--- config.mk ---
export PLATFORM = sky130hd
export DESIGN_NAME = regfile_mp_flat
export DESIGN_NICKNAME = d
export VERILOG_FILES = /design/src/rtl/regfile_pkg.sv /design/src/rtl/regfile_mp_if.sv /design/src/rtl/regfile_clear_seq.sv /design/src/rtl/regfile_mp.sv /design/src/flat_wrapper.sv
export SDC_FILE = /design/constraint.sdc
export NUM_CORES = 1
export LEC_CHECK = 0
export CORE_ASPECT_RATIO = 0.8
export CORE_MARGIN = 2
export CORE_UTILIZATION = 55
export CTS_CLUSTER_SIZE = 20
export DETAILED_ROUTE_END_ITERATION = 8
export GPL_TIMING_DRIVEN = 0
export PLACE_DENSITY_LB_ADDON = 0.12
export SLEW_MARGIN = 10
export SYNTH_ARGS = -nofsm -noshare
export SYNTH_HDL_FRONTEND = slang
export SYNTH_SLANG_ARGS = --single-unit
--- constraint.sdc ---
create_clock -name clk -period 4.65 [get_ports clk]
set_input_delay 0.465 -clock clk [delete_from_list [all_inputs] [get_ports clk]]
set_output_delay 0.465 -clock clk [all_outputs]
set_load 0.03 [all_outputs]
--- src/rtl/regfile_pkg.sv ---
// Shared types and helpers for the multi-port register file and its clear sequencer.
package regfile_pkg;

  typedef enum logic [0:0] {
    RF_CLEAR = 1'b0,
    RF_READY = 1'b1
  } rf_state_e;

  localparam int XLEN_DEF  = 32;
  localparam int NREGS_DEF = 32;

  // write_hit works on fixed maximum widths so it can be shared by every
  // parameterisation; callers zero-pad their port vectors up to these sizes.
  localparam int MAX_NWR   = 8;
  localparam int MAX_AW    = 10;
  localparam int HIT_IDX_W = $clog2(MAX_NWR);

  typedef struct packed {
    logic                 hit;
    logic [HIT_IDX_W-1:0] idx;
  } wr_hit_t;

  // Highest-indexed enabled port whose address matches wins.
  function automatic wr_hit_t write_hit(
    input logic [MAX_AW-1:0]               addr,
    input logic [MAX_NWR-1:0]              wen,
    input logic [MAX_NWR-1:0][MAX_AW-1:0]  waddr
  );
    wr_hit_t r;
    r = '0;
    for (int i = 0; i < MAX_NWR; i++) begin
      if (wen[i] && (waddr[i] == addr)) begin
        r.hit = 1'b1;
        r.idx = HIT_IDX_W'(i);
      end
    end
    return r;
  endfunction

endpackage

--- src/rtl/regfile_mp_if.sv ---
// Read/write port bundle of the multi-port register file.
interface regfile_mp_if #(
  parameter int XLEN  = 32,
  parameter int NREGS = 32,
  parameter int NRD   = 2,
  parameter int NWR   = 1
);
  localparam int AW = $clog2(NREGS);

  logic [NWR-1:0]           wen;
  logic [NWR-1:0][AW-1:0]   waddr;
  logic [NWR-1:0][XLEN-1:0] wdata;
  logic [NRD-1:0][AW-1:0]   raddr;
  logic [NRD-1:0][XLEN-1:0] rdata;
  logic                     ready;

  modport master (
    output wen, waddr, wdata, raddr,
    input  rdata, ready
  );

  modport slave (
    input  wen, waddr, wdata, raddr,
    output rdata, ready
  );

endinterface

--- src/rtl/regfile_clear_seq.sv ---
// Post-reset clear sequencer: zeroes entries 1..NREGS-1 one per cycle, then raises ready.
//   state    | meaning
//   RF_CLEAR | writing 0 to entry clr_idx each cycle, external writes blocked
//   RF_READY | clear done, normal operation until the next rst
module regfile_clear_seq
  import regfile_pkg::*;
#(
  parameter int NREGS = NREGS_DEF,
  localparam int AW   = $clog2(NREGS)
) (
  input  logic          clk,
  input  logic          rst,
  output logic          clr_we,
  output logic [AW-1:0] clr_addr,
  output logic          ready
);

  rf_state_e     state, state_nxt;
  logic [AW-1:0] clr_idx, clr_idx_nxt;

  always_ff @(posedge clk) begin
    if (rst) begin
      state   <= RF_CLEAR;
      clr_idx <= AW'(1);
    end else begin
      state   <= state_nxt;
      clr_idx <= clr_idx_nxt;
    end
  end

  always_comb begin
    state_nxt   = state;
    clr_idx_nxt = clr_idx;
    clr_we      = 1'b0;
    ready       = 1'b0;
    case (state)
      RF_CLEAR: begin
        clr_we      = 1'b1;
        clr_idx_nxt = clr_idx + AW'(1);
        if (clr_idx == AW'(NREGS - 1)) state_nxt = RF_READY;
      end
      RF_READY: ready = 1'b1;
      default:  state_nxt = RF_CLEAR;
    endcase
  end

  assign clr_addr = clr_idx;

endmodule

--- src/rtl/regfile_mp.sv ---
// Parametrised multi-port integer register file with optional same-cycle write bypass.
module regfile_mp
  import regfile_pkg::*;
#(
  parameter int XLEN   = XLEN_DEF,
  parameter int NREGS  = NREGS_DEF,
  parameter int NRD    = 2,
  parameter int NWR    = 1,
  parameter int BYPASS = 1
) (
  input  logic          clk,
  input  logic          rst,
  regfile_mp_if.slave   bus
);

  localparam int AW = $clog2(NREGS);

  if (NWR > MAX_NWR || AW > MAX_AW) begin : g_size_check
    $error("regfile_mp: NWR or address width exceeds regfile_pkg limits");
  end

  logic [XLEN-1:0] regs [NREGS];
  logic            clr_we;
  logic [AW-1:0]   clr_addr;
  logic            ready;
  logic [NWR-1:0]  wen_eff;

  logic [MAX_NWR-1:0]             wen_pad;
  logic [MAX_NWR-1:0][MAX_AW-1:0] waddr_pad;
  logic [NRD-1:0][XLEN-1:0]       rdata_int;

  regfile_clear_seq #(.NREGS(NREGS)) u_clear_seq (
    .clk      (clk),
    .rst      (rst),
    .clr_we   (clr_we),
    .clr_addr (clr_addr),
    .ready    (ready)
  );

  assign wen_eff   = bus.wen & {NWR{ready}};
  assign bus.ready = ready;
  assign bus.rdata = rdata_int;

  // Later ports overwrite earlier ones in the loop, so the highest index wins.
  always_ff @(posedge clk) begin
    if (clr_we) regs[clr_addr] <= '0;
    for (int i = 0; i < NWR; i++) begin
      if (wen_eff[i] && (bus.waddr[i] != '0)) regs[bus.waddr[i]] <= bus.wdata[i];
    end
  end

  always_comb begin
    wen_pad   = '0;
    waddr_pad = '0;
    for (int i = 0; i < NWR; i++) begin
      wen_pad[i]   = wen_eff[i];
      waddr_pad[i] = MAX_AW'(bus.waddr[i]);
    end
  end

  always_comb begin
    wr_hit_t hit;
    rdata_int = '0;
    for (int r = 0; r < NRD; r++) begin
      hit = write_hit(MAX_AW'(bus.raddr[r]), wen_pad, waddr_pad);
      if (ready && (bus.raddr[r] != '0)) begin
        rdata_int[r] = regs[bus.raddr[r]];
        if ((BYPASS != 0) && hit.hit) begin
          for (int i = 0; i < NWR; i++) begin
            if (i == int'(hit.idx)) rdata_int[r] = bus.wdata[i];
          end
        end
      end
    end
  end

endmodule
--- src/flat_wrapper.sv ---
// flat-port wrapper written by rule: the top's interface ports become plain ports
module regfile_mp_flat import regfile_pkg::*;
#(
  parameter int XLEN   = XLEN_DEF,
  parameter int NREGS  = NREGS_DEF,
  parameter int NRD    = 2,
  parameter int NWR    = 1,
  parameter int BYPASS = 1
)
  (clk, rst, bus_wen, bus_waddr, bus_wdata, bus_raddr, bus_rdata, bus_ready);
  regfile_mp_if #(.XLEN(XLEN), .NREGS(NREGS), .NRD(NRD), .NWR(NWR)) bus_i ();
  input  logic clk;
  input  logic rst;
  input wire logic [$bits(bus_i.wen)-1:0] bus_wen;
  input wire logic [$bits(bus_i.waddr)-1:0] bus_waddr;
  input wire logic [$bits(bus_i.wdata)-1:0] bus_wdata;
  input wire logic [$bits(bus_i.raddr)-1:0] bus_raddr;
  output wire logic [$bits(bus_i.rdata)-1:0] bus_rdata;
  output wire logic [$bits(bus_i.ready)-1:0] bus_ready;
  assign bus_i.wen = bus_wen;
  assign bus_i.waddr = bus_waddr;
  assign bus_i.wdata = bus_wdata;
  assign bus_i.raddr = bus_raddr;
  assign bus_rdata = bus_i.rdata;
  assign bus_ready = bus_i.ready;
  regfile_mp #(.XLEN(XLEN), .NREGS(NREGS), .NRD(NRD), .NWR(NWR), .BYPASS(BYPASS)) u_core (.clk(clk), .rst(rst), .bus(bus_i));
endmodule
==> flow_summary_export.csv, run 1 <==
group,metric,value,unit
setup_path,critPathKind,"input pin to output port",
power_and_ir_drop,power_density,364,nW/µm²
sta,worst_slack,-0.128,ns
floorplanning,io_pins,115,
synth,yosys_warnings,0,
synth,postSynthAreaPerCell,17.5,µm²
sta,finalSetupViolCount,16,
cts,htree_levels,3,
floorplanning,die_height,271,µm
synth,synthAdderAreaFrac,0.000512,
synth,syn_inst,2784,
setup_path,r2r_cells,5,
detailed_routing,drc_errors,0,
detailed_routing,routed_wl,168000,µm
floorplanning,core_area,87700,µm²
setup_path,crit_slowest_cell,"clkdlybuf4s50_1",
sta,hold_viol,0,
sta,slew_viol_final,0,
setup_path,required,4.18,ns
sta,period_needed,4.78,ns
setup_path,worstReg2RegStart,"u_core.u_clear_seq.state",
synth,synth_top_family_by_area,"multiplexers",
cts,cts_buffers,103,
setup_path,critical_path.most_common_cell,"clkdlybuf4s50_1",
finish,mostFrequentLayoutCell,"edfxtp_1",
run_status,status,"complete, but fails checks",
synth,synth-edff-count,1024,
placement,place_hpwl,120000,µm
min_path,whs_path_depth,2,
finish,area_delta_synth_final,15.1,%
finish,drive_gt1_frac,0.232,
placement,placedCellCount,4133,
grt,grt-ovfl-total,0,
cts,clock_path_buffers,3,
finish,fillers,6083,
detailed_routing,dr.pass1.iters,8,
grt,grt_pass1_vias,32000,
sta,worst_pin_slew,1.30,ns
synth,synth-compound-area-share,0.0915,
cts,cts_tree,"yes",
min_path,hp-start,"rst",
synth,synth_xor_area_frac,0.00179,
grt,grt_pass1_wl,235000,µm
synth,synth_area,48800,µm²
finish,nNetsFinal,3103,
detailed_routing,viasPerCell,7.54,
power_and_ir_drop,power,20.4,mW
setup_path,critPathCaptureType,"output port",
run_status,violations,"setup timing",
synth,synth.distinct_cells,58,
setup_path,slowest_delay,0.76,ns
power_and_ir_drop,leakage,18.0,nW
cts,clk_pin_slew,0.06,ns
grt,antenna_found_initial,3,
finish,final_cell_mix,"edfxtp_1 (1,024), mux2i_1 (387), mux4_2 (322), a221oi_1 (146), a22oi_1 (124)",
placement,port_buffers,104,
floorplanning,die_x,337,µm
placement,place.gp.congestion,0.965,
synth,synth_flop_cell,"edfxtp_1",
setup_path,critPathLaunch,"bus_raddr[7]",
setup_path,worst-path-max-fanout,10,
setup_path,crit_arrival,4.31,ns
detailed_routing,drt_iter0_markers,4970,
synth,yosys.area_share.simple,0.0199,
detailed_routing,wl_per_cell,38.9,µm
synth,ys_async_sr_fraction,0,
sta,fin_skew,0.0234,ns
power_and_ir_drop,max-vdd-ir-drop,335,µV
min_path,min_path_type,"input pin to flip-flop",
finish,instances_no_fill,4323,
finish,multi_input_area,17100,µm²
sta,post-route-period-util,1.03,
cts,clock_latency,0.69,ns
floorplanning,rows,97,
detailed_routing,vias,32600,
sta,max_slew_margin,0.134,
floorplanning,start_util,0.557,
grt,groute.usage.overall,0.371,
synth,ys_ff_latch,1030,
synth,synth_fp_nets,2836,
finish,final-seq-area,30900,µm²
setup_path,start_kind,"input pin",
synth,seq_area_frac_synth,0.632,
synth,yosys-mux-area-fraction,0.228,
detailed_routing,postRouteAntennaNets,0,
floorplanning,dieArea,91200,µm²
sta,fmax,209,MHz
cts,root_buffer,"clkbuf_16",
job,max-cap-violations,0,
cts,hold_buffers,0,
setup_path,crit_chain,"clkdlybuf4s50_1, buf_2, nor2b_1, clkbuf_1, clkbuf_2, a221oi_1, a22oi_1, a21oi_2, a221o_1, clkdlybuf4s50_1",
cts,clock-sinks,1030,
grt,grt_max_degree,33,
-- through the flow --
step | TNS (ns) | setup WS [ns] | area, µm² | hold slack, ns | utilization
floorplan | 0 | 0.310 | 48800 | 0.504 | -
global placement | -1413.45 | -3.43 | 51400 | 0.531 | 0.585
detailed placement | -18.94 | -0.502 | 52700 | 0.549 | 0.601
CTS | -0.0983 | -0.0390 | 56100 | 0.423 | 0.639
global route | -0.00205 | -0.00205 | 56200 | 0.485 | 0.641
finish | -0.670 | -0.128 | 56200 | 0.452 | 0.641
-- worst max-delay path, delay by kind of cell --
| family | cells | cell delay, ns |
|---|---|---|
| simple gates | 1 | 0.08 |
| buf+inv | 5 | 2.33 |
| compound gates | 4 | 1.43 |
-- cell families after synthesis --
| family | after synthesis |
|---|---|
| buffers and inverters | 244 |
| flip-flops | 1030 |
| AO/OA/AOI/OAI | 590 |
| multiplexers | 711 |
| AND/OR/NAND/NOR | 197 |
| adder cells (fa/ha/maj) | 2 |
| XOR/XNOR | 10 |
-- repair_timing --
item                       CTS  global route
setup endpoints to repair   61            40
resized for setup           22            43
buffers inserted             1             0
pin swaps                    1             0
-- synthesized netlist by cell type, types with 11 or more instances --
library cell  instances  area share
a211o_1              31      0.0056
a211oi_1             63      0.0097
a21oi_1              69      0.0071
a221o_1              32      0.0066
a221oi_1            156       0.028
a22oi_1             124       0.019
and2_1               34      0.0044
buf_1                11     0.00085
buf_2                54      0.0055
buf_4                28      0.0043
buf_6                25      0.0058
clkbuf_1            116      0.0089
edfxtp_1           1024        0.63
mux2i_1             387       0.079
mux4_2              322        0.15
nand2_1              44      0.0034
nor2_1               48      0.0037
nor3_1               42      0.0043
o21ai_0              27      0.0028
o21bai_1             33      0.0051
o22ai_1              31      0.0040
-- power breakdown --
part	internal, mW	switching [mW]
clock	4.77	3.57
sequential	10.3	0.0717
combinational	0.664	1.13
-- registers in the layout (all words and copies together), names as in the netlist --
| name | flops |
|---|---|
| u_core.regs | 1024 |
| u_core.u_clear_seq.state | 1 |
| u_core.u_clear_seq.clr_addr | 5 |
-- final cells by class --
cell class / instances / area share
inverters: 10 / 0.000668
diodes: 2 / 0.0000890
repair buffers: 162 / 0.0386
clock inverters: 59 / 0.0103
well taps: 1188 / 0.0264
flip-flops and latches: 1030 / 0.549
clock buffers: 128 / 0.0486
plain buffers: 234 / 0.0228
multi-input cells: 1510 / 0.303
-- metal layers --
metal / global-route usage / wire (µm) / vias to the layer above
met5: 0 / 149 / -
met4: 0.173 / 8760 / 8
met3: 0.114 / 23700 / 433
met2: 0.517 / 71600 / 2692
met1: 0.535 / 64000 / 16900
li1: - / - / 12600
-- final timing paths --
check | end | slack [ns]
max | bus_rdata[34] | -0.13
min | u_core.u_clear_seq.clr_addr[2] | 0.45
max reg2reg | u_core.regs[21][12] | 1.03
min reg2reg | u_core.u_clear_seq.clr_addr[0] | 0.57
(Power assumes the default switching activity.)
==> run 2, diff against run 1 <==
--- a/config.mk
+++ b/config.mk
@@ -8,6 +8,7 @@
 export CORE_ASPECT_RATIO = 0.8
 export CORE_MARGIN = 2
 export CORE_UTILIZATION = 55
+export CTS_BUF_LIST = sky130_fd_sc_hd__clkbuf_8
 export CTS_CLUSTER_SIZE = 20
 export DETAILED_ROUTE_END_ITERATION = 8
 export GPL_TIMING_DRIVEN = 0
==> run 2 against run 1 <==
Largest cell class unchanged. Non-clock buffer count rose by 2. The flow still finishes with violations (setup timing). Wire length rose by 0.60%. Critical path depth fell by 2. Global-route usage rose by 0.21 points. Largest power group unchanged. Setup slack improved by 0.030 ns.
==> flow_summary_export.csv, run 2 (synthesis gave the netlist of run 1 again) <==
group,metric,value,unit
setup_path,cp_top_family,"buffers and inverters",
setup_path,start_kind,"input pin",
setup_path,crit_slowest_cell,"clkdlybuf4s50_1",
finish,nNetsFinal,3165,
detailed_routing,drt_iter0_markers,5105,
power_and_ir_drop,max-vdd-ir-drop,245,µV
floorplanning,die_height,271,µm
grt,globalRouteMet1Util,0.536,
power_and_ir_drop,leakage,18.1,nW
detailed_routing,wl_per_cell,38.2,µm
sta,period_needed,4.75,ns
sta,fin_skew,0.0231,ns
detailed_routing,postRouteAntennaNets,0,
finish,final_cell_mix,"edfxtp_1 (1,024), mux2i_1 (387), mux4_2 (322), clkbuf_8 (172), a221oi_1 (146)",
cts,cts_buffers,163,
cts,htree_levels,4,
floorplanning,core_area,87700,µm²
cts,clock-sinks,1030,
finish,fin_area,55900,µm²
detailed_routing,viasPerCell,7.48,
sta,worst_slack,-0.0981,ns
sta,finalSetupViolCount,15,
sta,rsz0062_at_grt,"false",
sta,max_slew_margin,0.148,
detailed_routing,routed_wl,169000,µm
sta,worst_pin_slew,1.28,ns
setup_path,critical_path.most_common_cell,"clkdlybuf4s50_1",
finish,largest_reg_flops,1024,
floorplanning,dieArea,91200,µm²
run_status,violations,"setup timing",
grt,use_met3,0.120,
setup_path,critPathCaptureType,"output port",
sta,hold_viol,0,
grt,grtUsageMet2,0.519,
cts,clock_path_buffers,3,
finish,drive_gt1_frac,0.240,
grt,grt-ovfl-total,0,
floorplanning,die_x,337,µm
power_and_ir_drop,power,19.3,mW
cts,clock_latency,0.85,ns
setup_path,worst-path-max-fanout,11,
grt,busiest_layer,"met1",
detailed_routing,dr.pass1.iters,7,
detailed_routing,drc_errors,0,
floorplanning,rows,97,
grt,grt_max_degree,33,
cts,cts_tree,"yes",
setup_path,critPathBufInv,4,
floorplanning,io_pins,115,
setup_path,crit_arrival,4.28,ns
placement,place_hpwl,120000,µm
sta,post-route-period-util,1.02,
finish,mostFrequentLayoutCell,"edfxtp_1",
min_path,min_path_type,"input pin to flip-flop",
placement,place.gp.congestion,0.965,
placement,port_buffers,104,
power_and_ir_drop,power_density,346,nW/µm²
setup_path,crit_chain,"clkdlybuf4s50_1, inv_2, clkbuf_1, a221oi_1, a22oi_1, a21oi_1, a211o_1, clkdlybuf4s50_1",
cts,hold_buffers,0,
cts,root_buffer,"clkbuf_8",
grt,groute.usage.overall,0.373,
run_status,status,"complete, but fails checks",
grt,antenna_found_initial,4,
sta,fmax,211,MHz
sta,slew_viol_final,0,
finish,fillers,6180,
finish,largest_register,"u_core.regs",
setup_path,critPathKind,"input pin to output port",
floorplanning,start_util,0.557,
cts,clk_pin_slew,0.07,ns
job,max-cap-violations,0,
detailed_routing,vias,33200,
setup_path,required,4.18,ns
finish,area_delta_synth_final,14.4,%
grt,grt_pass1_wl,236000,µm
grt,grt_pass1_vias,32400,
setup_path,slowest_delay,0.80,ns
placement,dpl_cell_area,52700,µm²
==> run 2: repair_timing <==
action                                  in CTS  in global routing
buffers inserted                             1                  1
gates resized for setup                     25                 37
endpoints found under the setup margin      61                 39
pin swaps                                    1                  1
==> run 2: power breakdown <==
group	switching (mW)	internal [mW]	leakage [nW]	total [mW]
Sequential	0.0715	10.3	8.52	10.3
Clock	3.64	3.58	1.71	7.21
Combinational	1.13	0.664	7.88	1.79
==> run 2: final cells by class <==
type / count / area (µm²) / area share
sequential: 1030 / 30900 / 0.552
buffer: 234 / 1280 / 0.0230
antenna: 9 / 22.5 / 0.000403
clock buffer: 172 / 2370 / 0.0424
tap: 1188 / 1490 / 0.0266
timing repair buffer: 164 / 2190 / 0.0392
inverter: 10 / 37.5 / 0.000672
clock inverter: 117 / 574 / 0.0103
multi-input combinational: 1510 / 17100 / 0.305
==> run 2: final timing paths <==
check                                      start                        endpoint  slack, ns  cells after the start
setup / recovery                    bus_raddr[4]                    bus_rdata[2]       -0.1                      8
setup reg to reg        u_core.u_clear_seq.state             u_core.regs[24][12]       0.94                      5
hold reg to reg   u_core.u_clear_seq.clr_addr[0]  u_core.u_clear_seq.clr_addr[0]       0.57                      2
hold / removal                               rst  u_core.u_clear_seq.clr_addr[2]       0.31                      2
==> run 2: through the flow <==
stage	hold WS, ns	util	cells	worst slack (ns)	TNS (ns)
floorplan	0.504	-	2784	0.310	0
global placement	0.531	0.585	4076	-3.43	-1413.45
detailed placement	0.549	0.601	4133	-0.502	-18.94
CTS	0.259	0.635	4423	0.00156	0
global route	0.335	0.637	4426	0.00847	0
finish	0.312	0.637	4434	-0.0981	-0.631
==> run 2: worst reg2reg max path: stages (launching register included) <==
cell      delay (ns)
dfxtp_1         0.39
nand2_1         0.24
a21oi_1         0.54
buf_2           0.38
clkbuf_1        0.71
and2_1          1.07
==> run 2: layer usage <==
layer,up-vias,routed length [µm]
li1,12700,-
met1,17100,64800
met2,2894,71800
met3,480,24100
met4,4,8450
met5,-,15
